## config.mk

```make
export PLATFORM = sky130hd
export DESIGN_NAME = inst_streamer
export DESIGN_NICKNAME = d
export VERILOG_FILES = /design/src/rtl/inst_streamer.sv
export SDC_FILE = /design/constraint.sdc
export NUM_CORES = 2
export LEC_CHECK = 0
export ABC_AREA = 1
export ABC_CLOCK_PERIOD_IN_PS = 3830
export CORE_MARGIN = 2
export CORE_UTILIZATION = 39
export DETAILED_ROUTE_END_ITERATION = 12
export GPL_ROUTABILITY_DRIVEN = 0
export RECOVER_POWER = 50
export SLEW_MARGIN = 20
export SYNTH_ARGS = -nofsm -noshare
export SYNTH_HDL_FRONTEND = slang
export SYNTH_SLANG_ARGS = --single-unit
```

## constraint.sdc

```tcl
create_clock -name i_clk -period 3.83 [get_ports i_clk]
set_input_delay 0.383 -clock i_clk [delete_from_list [all_inputs] [get_ports i_clk]]
set_output_delay 0.383 -clock i_clk [all_outputs]
set_load 0.01 [all_outputs]
```

## src/rtl/inst_streamer.sv

```systemverilog
// inst_streamer: buffers a program of 32-bit instruction words and streams it
// into the CPU instruction port, followed by FLUSH all-zero words.
//
// Ports:
//   i_clk, i_rst_n        clock, asynchronous active-low reset
//   i_wr_en, i_wr_data    append a word to the buffer (IDLE only)
//   i_clr                 empty the buffer and clear the overflow flag (IDLE only)
//   i_go                  stream the buffered program (IDLE only, count > 0)
//   o_start, o_inst       drive cpu.i_start / cpu.i_inst
//   o_busy                high while streaming or flushing
//   o_done                one-cycle pulse on return to IDLE
//   o_count, o_full       buffered word count, count == DEPTH
//   o_ovf                 sticky: a write was attempted while full
//
// state    | meaning
// ---------+------------------------------------------------------------
// S_IDLE   | accept clear / go / write; outputs idle
// S_STREAM | o_inst presents buffered words, one per cycle
// S_FLUSH  | o_inst presents zero words, fcnt counts down to zero
module inst_streamer #(
  parameter int DEPTH = 64,
  parameter int AW    = $clog2(DEPTH),
  parameter int FLUSH = 10
) (
  input  logic        i_clk,
  input  logic        i_rst_n,
  input  logic        i_wr_en,
  input  logic [31:0] i_wr_data,
  input  logic        i_clr,
  input  logic        i_go,
  output logic        o_start,
  output logic [31:0] o_inst,
  output logic        o_busy,
  output logic        o_done,
  output logic [AW:0] o_count,
  output logic        o_full,
  output logic        o_ovf
);

  localparam int              FW       = (FLUSH > 1) ? $clog2(FLUSH) : 1;
  localparam logic [AW:0]     FULL_CNT = (AW+1)'(DEPTH);
  localparam logic [FW-1:0]   FLUSH_LD = FW'(FLUSH - 1);

  typedef enum logic [1:0] {S_IDLE, S_STREAM, S_FLUSH} state_t;

  state_t        state, state_nxt;
  logic [31:0]   mem [DEPTH];
  logic [AW:0]   rd, rd_nxt, count_nxt;
  logic [FW-1:0] fcnt, fcnt_nxt;
  logic          start_nxt, busy_nxt, done_nxt, ovf_nxt;
  logic [31:0]   inst_nxt;
  logic          wr_fire;

  always_ff @(posedge i_clk or negedge i_rst_n) begin
    if (!i_rst_n) state <= S_IDLE;
    else          state <= state_nxt;
  end

  // Outputs are registered, so the go edge already loads mem[0] and the read
  // pointer moves to 1; STREAM then ends when rd catches up with the count.
  always_comb begin
    state_nxt = state;
    rd_nxt    = rd;
    fcnt_nxt  = fcnt;
    count_nxt = o_count;
    ovf_nxt   = o_ovf;
    start_nxt = o_start;
    busy_nxt  = o_busy;
    inst_nxt  = o_inst;
    done_nxt  = 1'b0;
    wr_fire   = 1'b0;
    case (state)
      S_IDLE: begin
        start_nxt = 1'b0;
        busy_nxt  = 1'b0;
        inst_nxt  = '0;
        if (i_clr) begin
          count_nxt = '0;
          ovf_nxt   = 1'b0;
        end else if (i_go && (o_count != '0)) begin
          state_nxt = S_STREAM;
          start_nxt = 1'b1;
          busy_nxt  = 1'b1;
          inst_nxt  = mem[0];
          rd_nxt    = (AW+1)'(1);
        end else if (i_wr_en) begin
          if (o_count == FULL_CNT) begin
            ovf_nxt = 1'b1;
          end else begin
            wr_fire   = 1'b1;
            count_nxt = o_count + 1'b1;
          end
        end
      end
      S_STREAM: begin
        if (rd == o_count) begin
          state_nxt = S_FLUSH;
          inst_nxt  = '0;
          fcnt_nxt  = FLUSH_LD;
        end else begin
          inst_nxt = mem[rd[AW-1:0]];
          rd_nxt   = rd + 1'b1;
        end
      end
      S_FLUSH: begin
        if (fcnt == '0) begin
          state_nxt = S_IDLE;
          start_nxt = 1'b0;
          busy_nxt  = 1'b0;
          done_nxt  = 1'b1;
          rd_nxt    = '0;
        end else begin
          fcnt_nxt = fcnt - 1'b1;
        end
      end
      default: state_nxt = S_IDLE;
    endcase
  end

  always_ff @(posedge i_clk or negedge i_rst_n) begin
    if (!i_rst_n) begin
      rd      <= '0;
      fcnt    <= '0;
      o_count <= '0;
      o_full  <= 1'b0;
      o_ovf   <= 1'b0;
      o_start <= 1'b0;
      o_busy  <= 1'b0;
      o_done  <= 1'b0;
      o_inst  <= '0;
    end else begin
      rd      <= rd_nxt;
      fcnt    <= fcnt_nxt;
      o_count <= count_nxt;
      o_full  <= (count_nxt == FULL_CNT);
      o_ovf   <= ovf_nxt;
      o_start <= start_nxt;
      o_busy  <= busy_nxt;
      o_done  <= done_nxt;
      o_inst  <= inst_nxt;
    end
  end

  // Program storage is deliberately not reset.
  always_ff @(posedge i_clk) begin
    if (wr_fire) mem[o_count[AW-1:0]] <= i_wr_data;
  end

endmodule

```

# Word-level counts from Yosys, hierarchy flattened
# Memory sizes are Yosys's and may differ from the RTL's.
# Index checks and enable logic that the tools add are counted.
# classes
n_addsub	3
n_eq_ne	12
muxes	39
n_reduce_logical	15
# ops
op	count
32-bit two-way mux	3
32-bit one-hot mux with 2 select lines	1
7-bit two-way mux	9
7-bit one-hot mux with 3 select lines	1
1-bit two-way mux	16
7-bit by 1-bit adder with 7-bit output (second input constant)	2
7-bit equality test (second input constant)	2
2-bit != test (second input constant)	7
2-bit nonzero test	5
2-bit two-way mux	4
4-bit two-way mux	2
4-bit one-hot mux with 2 select lines	1
4-bit AND reduction	2
7-bit equality test	1
7-bit nonzero test	1
2-bit one-hot mux with 3 select lines	1
5-bit AND reduction	1
4-bit logical NOT	1
4-bit by 1-bit subtractor with 4-bit output (second input constant)	1
3-bit AND reduction	1
3-bit nonzero test	1
2-bit by 1-bit equality test with 1-bit output (second input constant)	1
2-bit equality test (second input constant)	1
2-bit logical NOT	1
other kinds (3)	3
# word_totals
reg_bits	56
mem_bits_rw	2048
input_bits	37
output_inout_bits	44
elab_cells	79
mem_count	1
# memory_table
name	depth	width	read_ports	rd_ports_with_merged_regs	wr	line_no	text
mem	64	32	2	0	1	47	logic [31:0] mem [DEPTH];

# Longest topological paths before layout
# logic_depth
ltp_word	8
ltp_mapped	16
mapped_depth_nobuf	15

# Worst setup path before layout
# Ideal clock, no wire load.
# synth_path
path_type	reg-to-reg
startpoint	reg o_count[0]
endpoint	mem mem[10][0], enable pin
setup_ps	421
t_arrival_ps	3228
required_ps	3409
setup_slack_ps	180
path_stages_with_launch	11
n_path_buf	1
synth_period_minus_slack_ps	3650
cell_sequence	dfrtp_1 clkbuf_1 inv_1 ha_1 nand2_1 nor2_1 nand3_1 nand4_1 nor2_1 nand4_1 nor2_1
# synth_between
elab_chain_len	8
elab_cells_between_ends	10
classes_between	1 x eq/ne; 7 x mux; 2 x reduce/logical
# synth_lines
element	line_no	text
start, declared	35	output logic [AW:0] o_count,
start signal, assigned	134	o_count <= count_nxt;
7-bit equality test	87	if (o_count == FULL_CNT) begin
1-bit two-way mux	87	
1-bit two-way mux	86	end else if (i_wr_en) begin
1-bit two-way mux	80	end else if (i_go && (o_count != '0)) begin
1-bit two-way mux	77	if (i_clr) begin
1-bit two-way mux	72	case (state)
1-bit two-way mux	146	if (wr_fire) mem[o_count[AW-1:0]] <= i_wr_data;
1-bit two-way mux (implied by the code)	146	
end, declared	47	
# Several ways; a longest one is shown, not always the timed one.

# Worst setup path after layout
# layout_path
startpoint	in i_wr_data[0]
endpoint	mem mem[23][0] (data pin)
# layout_rtl
element	line_no	text
start, declared	28	input logic [31:0] i_wr_data,
# No word-level cell before the write port.

==> metrics.md <==
| Metric | Value |
|---|---|
| Max VDD drop | 0.0004493 V |
| # IOs | 81 |
| Post_cts resized | 0 |
| Hold_buf cts | 3 |
| Worst-Margin Slew | 4.170 ns |
| Layout overhead on the synthesized area | 13.04% |
| Total Nets Final | 8742 |
| CP Class | in2reg |
| R2r endpoint | mem[62][3] |
| Reg2Reg Launch Point | o_count[1] |
| Total leakage power | 41.15 nW |
| Arr. time, crit path | 3.45 ns |
| Cts bufs inserted | 213 |
| Crit. End Element | flip-flop |
| Setup_tns | 0 ns |
| Most frequent CP cell | clkbuf_1 |
| Hold wc startpoint | i_wr_data[21] |
| Gate Count Post-Synth | 8636 |
| Avg WL per Cell | 22.53 um |
| Fmax | 0.2930 GHz |
| CTS tree | done |
| Clk sinks | 2104 |
| RSZ-0062 raised after global routing | no |
| Setup bufs post-CTS | 0 |
| Post-Place Setup Slack | 0.6689 ns |
| Fin crit share | 89.12% |
| Crit-path slowest cell | clkbuf_1 |
| Fillers | 21202 |
| Port bufs | 80 |
| Worst Path Max Fanout | 64 |
| Non-Filler Instances | 11921 |
| PnR worst setup slack | 0.4167 ns |
| Family with the most delay on the worst path | buffers and inverters |
| Placed insts | 11522 |
| # H-tree levels | 4 |
| Outcome | complete, but fails checks |
| Mapped Nets | 8681 |
| Synth async-reset ratio | 2.662% |
| Fin crit period | 3.413 ns |
| Post-route antenna net violation count | 0 |
| Residual DRC | 0 |
| Drt pass-1 iters | 6 |
| Syn Area/Cell | 10.50 um^2 |
| Total die area | 236400 um^2 |
| CP Cell Sequence | clkbuf_1 > clkbuf_1 |
| Clk root buf | clkbuf_16 |
| Detail Placement HPWL | 155600 um |
| Slew HR | -178.0% |
| Iteration-0 DRC count of the detailed router | 7028 |
| Antenna violations before repair | 16 |
| Commonest non-fill, non-tap cell in the layout | nand2_1 |
| Final global-route overflow total | 0 |
| Final Slew Violations | 1885 |
| Area of the mapped netlist | 90690 um^2 |
| Layout cells sized above 1 | 8.728% |
| Synthesis-stage register bit count | 2104 |
| Routed wire length | 268600 um |
| Synth cell types | 37 |
| Max cap viols | 42 |
| Vias per inst | 5.159 |
| Clk buf depth | 3 |
| Row count | 177 |
| Yosys warnings | 0 |
| Clk Latency, worst-skew pair | 0.84 ns |
| CP bufs+invs | 2 |
| R2R cell count | 12 |
| Pwr per Cell Area | 618.6 nW/um^2 |
| CTS clk-pin slew, worst paths | 0.06 ns |
| Die Ht | 486.2 um |
| Vias in the first global route | 57841 |
| Ys flop type | edfxtp_1 |
| Commonest cells after routing, fill and taps aside | nand2_1, edfxtp_1, inv_1, nand3_1, clkbuf_16 |
| Worst EP required | 3.87 ns |
| Post-Route Skew | 0.03386 ns |
| GRT Resource Usage Total | 22.32% |
| Initial Util | 39.11% |
| First-pass GRT wire length | 391300 um |
| Hold endpoint | mem[0][21] |
| Vias | 61502 |
| Sequential element share of the synthesized area | 69.36% |
| Area of the core | 231900 um^2 |
| Post-synth EDFFs | 2048 |
| Final setup vio count | 0 |
| Failing checks | max-capacitance violations, max-slew violations |
| Die W | 486.2 um |
| CP Launch Type | input pin |
| Worst hold stages | 2 |
| Final hold vios | 0 |
| Reg2reg setup slack | 0.57 ns |
| Max incr delay on CP | 2.86 ns |
| HP Class | in2reg |
| Maximum number of pins on one net before global-route repair | 160 |
==> power by group <==
group / switching [mW] / total (mW) / internal, mW
Combinational: 11.9 / 17.1 / 5.27
Clock: 8.76 / 20.1 / 11.3
Sequential: 0.516 / 26.2 / 25.7
==> sequential cells by signal, summed over array words and instances, names as in the netlist <==
signal   count
fcnt         4
o_done       1
state        2
o_count      7
rd           7
mem       2048
o_full       1
o_busy       1
o_ovf        1
o_inst      32
==> how the worst max path moves through the flow <==
stage | startpoint | to | slack [ns] | depth (start not counted)
2_1_floorplan | o_count[0] | mem[10][0] | 0.18 | 10
3_3_place_gp | i_go | mem[54][16] | 0.65 | 8
3_5_place_dp | i_go | mem[38][25] | 0.67 | 8
4_1_cts | o_count[1] | mem[62][18] | 0.70 | 12
5_1_grt | i_wr_data[0] | mem[29][0] | 0.36 | 2
6_report | i_wr_data[0] | mem[23][0] | 0.42 | 2
==> layout make-up <==
class | count | area [um^2] | share of cell area, %
Clock inverter | 114 | 893.4 | 0.8714
Tap cell | 3043 | 3807 | 3.714
Antenna cell | 10 | 25.02 | 0.02441
Sequential cell | 2104 | 62920 | 61.37
Multi-Input combinational cell | 5029 | 22100 | 21.55
Clock buffer | 272 | 5718 | 5.578
Timing Repair Buffer | 314 | 3146 | 3.068
Inverter | 1035 | 3913 | 3.817
==> per-layer routing <==
metal | share of wire [%] | vias to the layer above | track usage [%]
met5 | 0 | - | 0
li1 | - | 28441 | -
met2 | 47 | 2620 | 35.88
met1 | 41 | 29973 | 30.47
met4 | 4.3 | 0 | 8.705
met3 | 7.9 | 468 | 3.403
==> Yosys cell counts (17+ instances only) <==
| cell | number | area share [%] |
|---|---|---|
| buf_1 | 40 | 0.17 |
| o21ai_0 | 46 | 0.25 |
| o211ai_1 | 128 | 1.1 |
| a21oi_1 | 102 | 0.56 |
| clkbuf_1 | 143 | 0.59 |
| nor2_1 | 146 | 0.60 |
| edfxtp_1 | 2048 | 68 |
| dfrtp_1 | 56 | 1.5 |
| buf_4 | 23 | 0.19 |
| nor3_1 | 68 | 0.38 |
| buf_6 | 17 | 0.21 |
| nand2_1 | 3286 | 14 |
| buf_2 | 244 | 1.3 |
| or2_2 | 192 | 1.3 |
| nand3_1 | 1011 | 5.6 |
| inv_1 | 1029 | 4.3 |
==> stage by stage <==
| step | power (mW) | util [%] | cell area (um^2) | hold WS, ns |
|---|---|---|---|---|
| 2_1_floorplan | 37.85 | - | 90690 | 0.08741 |
| 3_3_place_gp | 43.51 | 41.42 | 96040 | 0.5204 |
| 3_5_place_dp | 43.67 | 41.42 | 96040 | 0.5457 |
| 4_1_cts | 63.60 | 44.29 | 102700 | 0.02934 |
| 5_1_grt | 66.37 | 44.20 | 102500 | 0.5228 |
| 6_report | 63.41 | 44.21 | 102500 | 0.5304 |
==> kinds of logic (layout without fill, tap and decap cells) <==
logic type / Yosys count / after routing / share of synthesized area [%]
other cells: 0 / 10 / 0
compound gates: 287 / 287 / 1.952
xor+xnor: 12 / 12 / 0.1159
simple gates: 4722 / 4722 / 21.66
flops: 2104 / 2104 / 69.36
buf+inv: 1503 / 1735 / 6.808
fa+ha+maj: 8 / 8 / 0.1104
No activity file was read; power rests on OpenSTA's default activity.
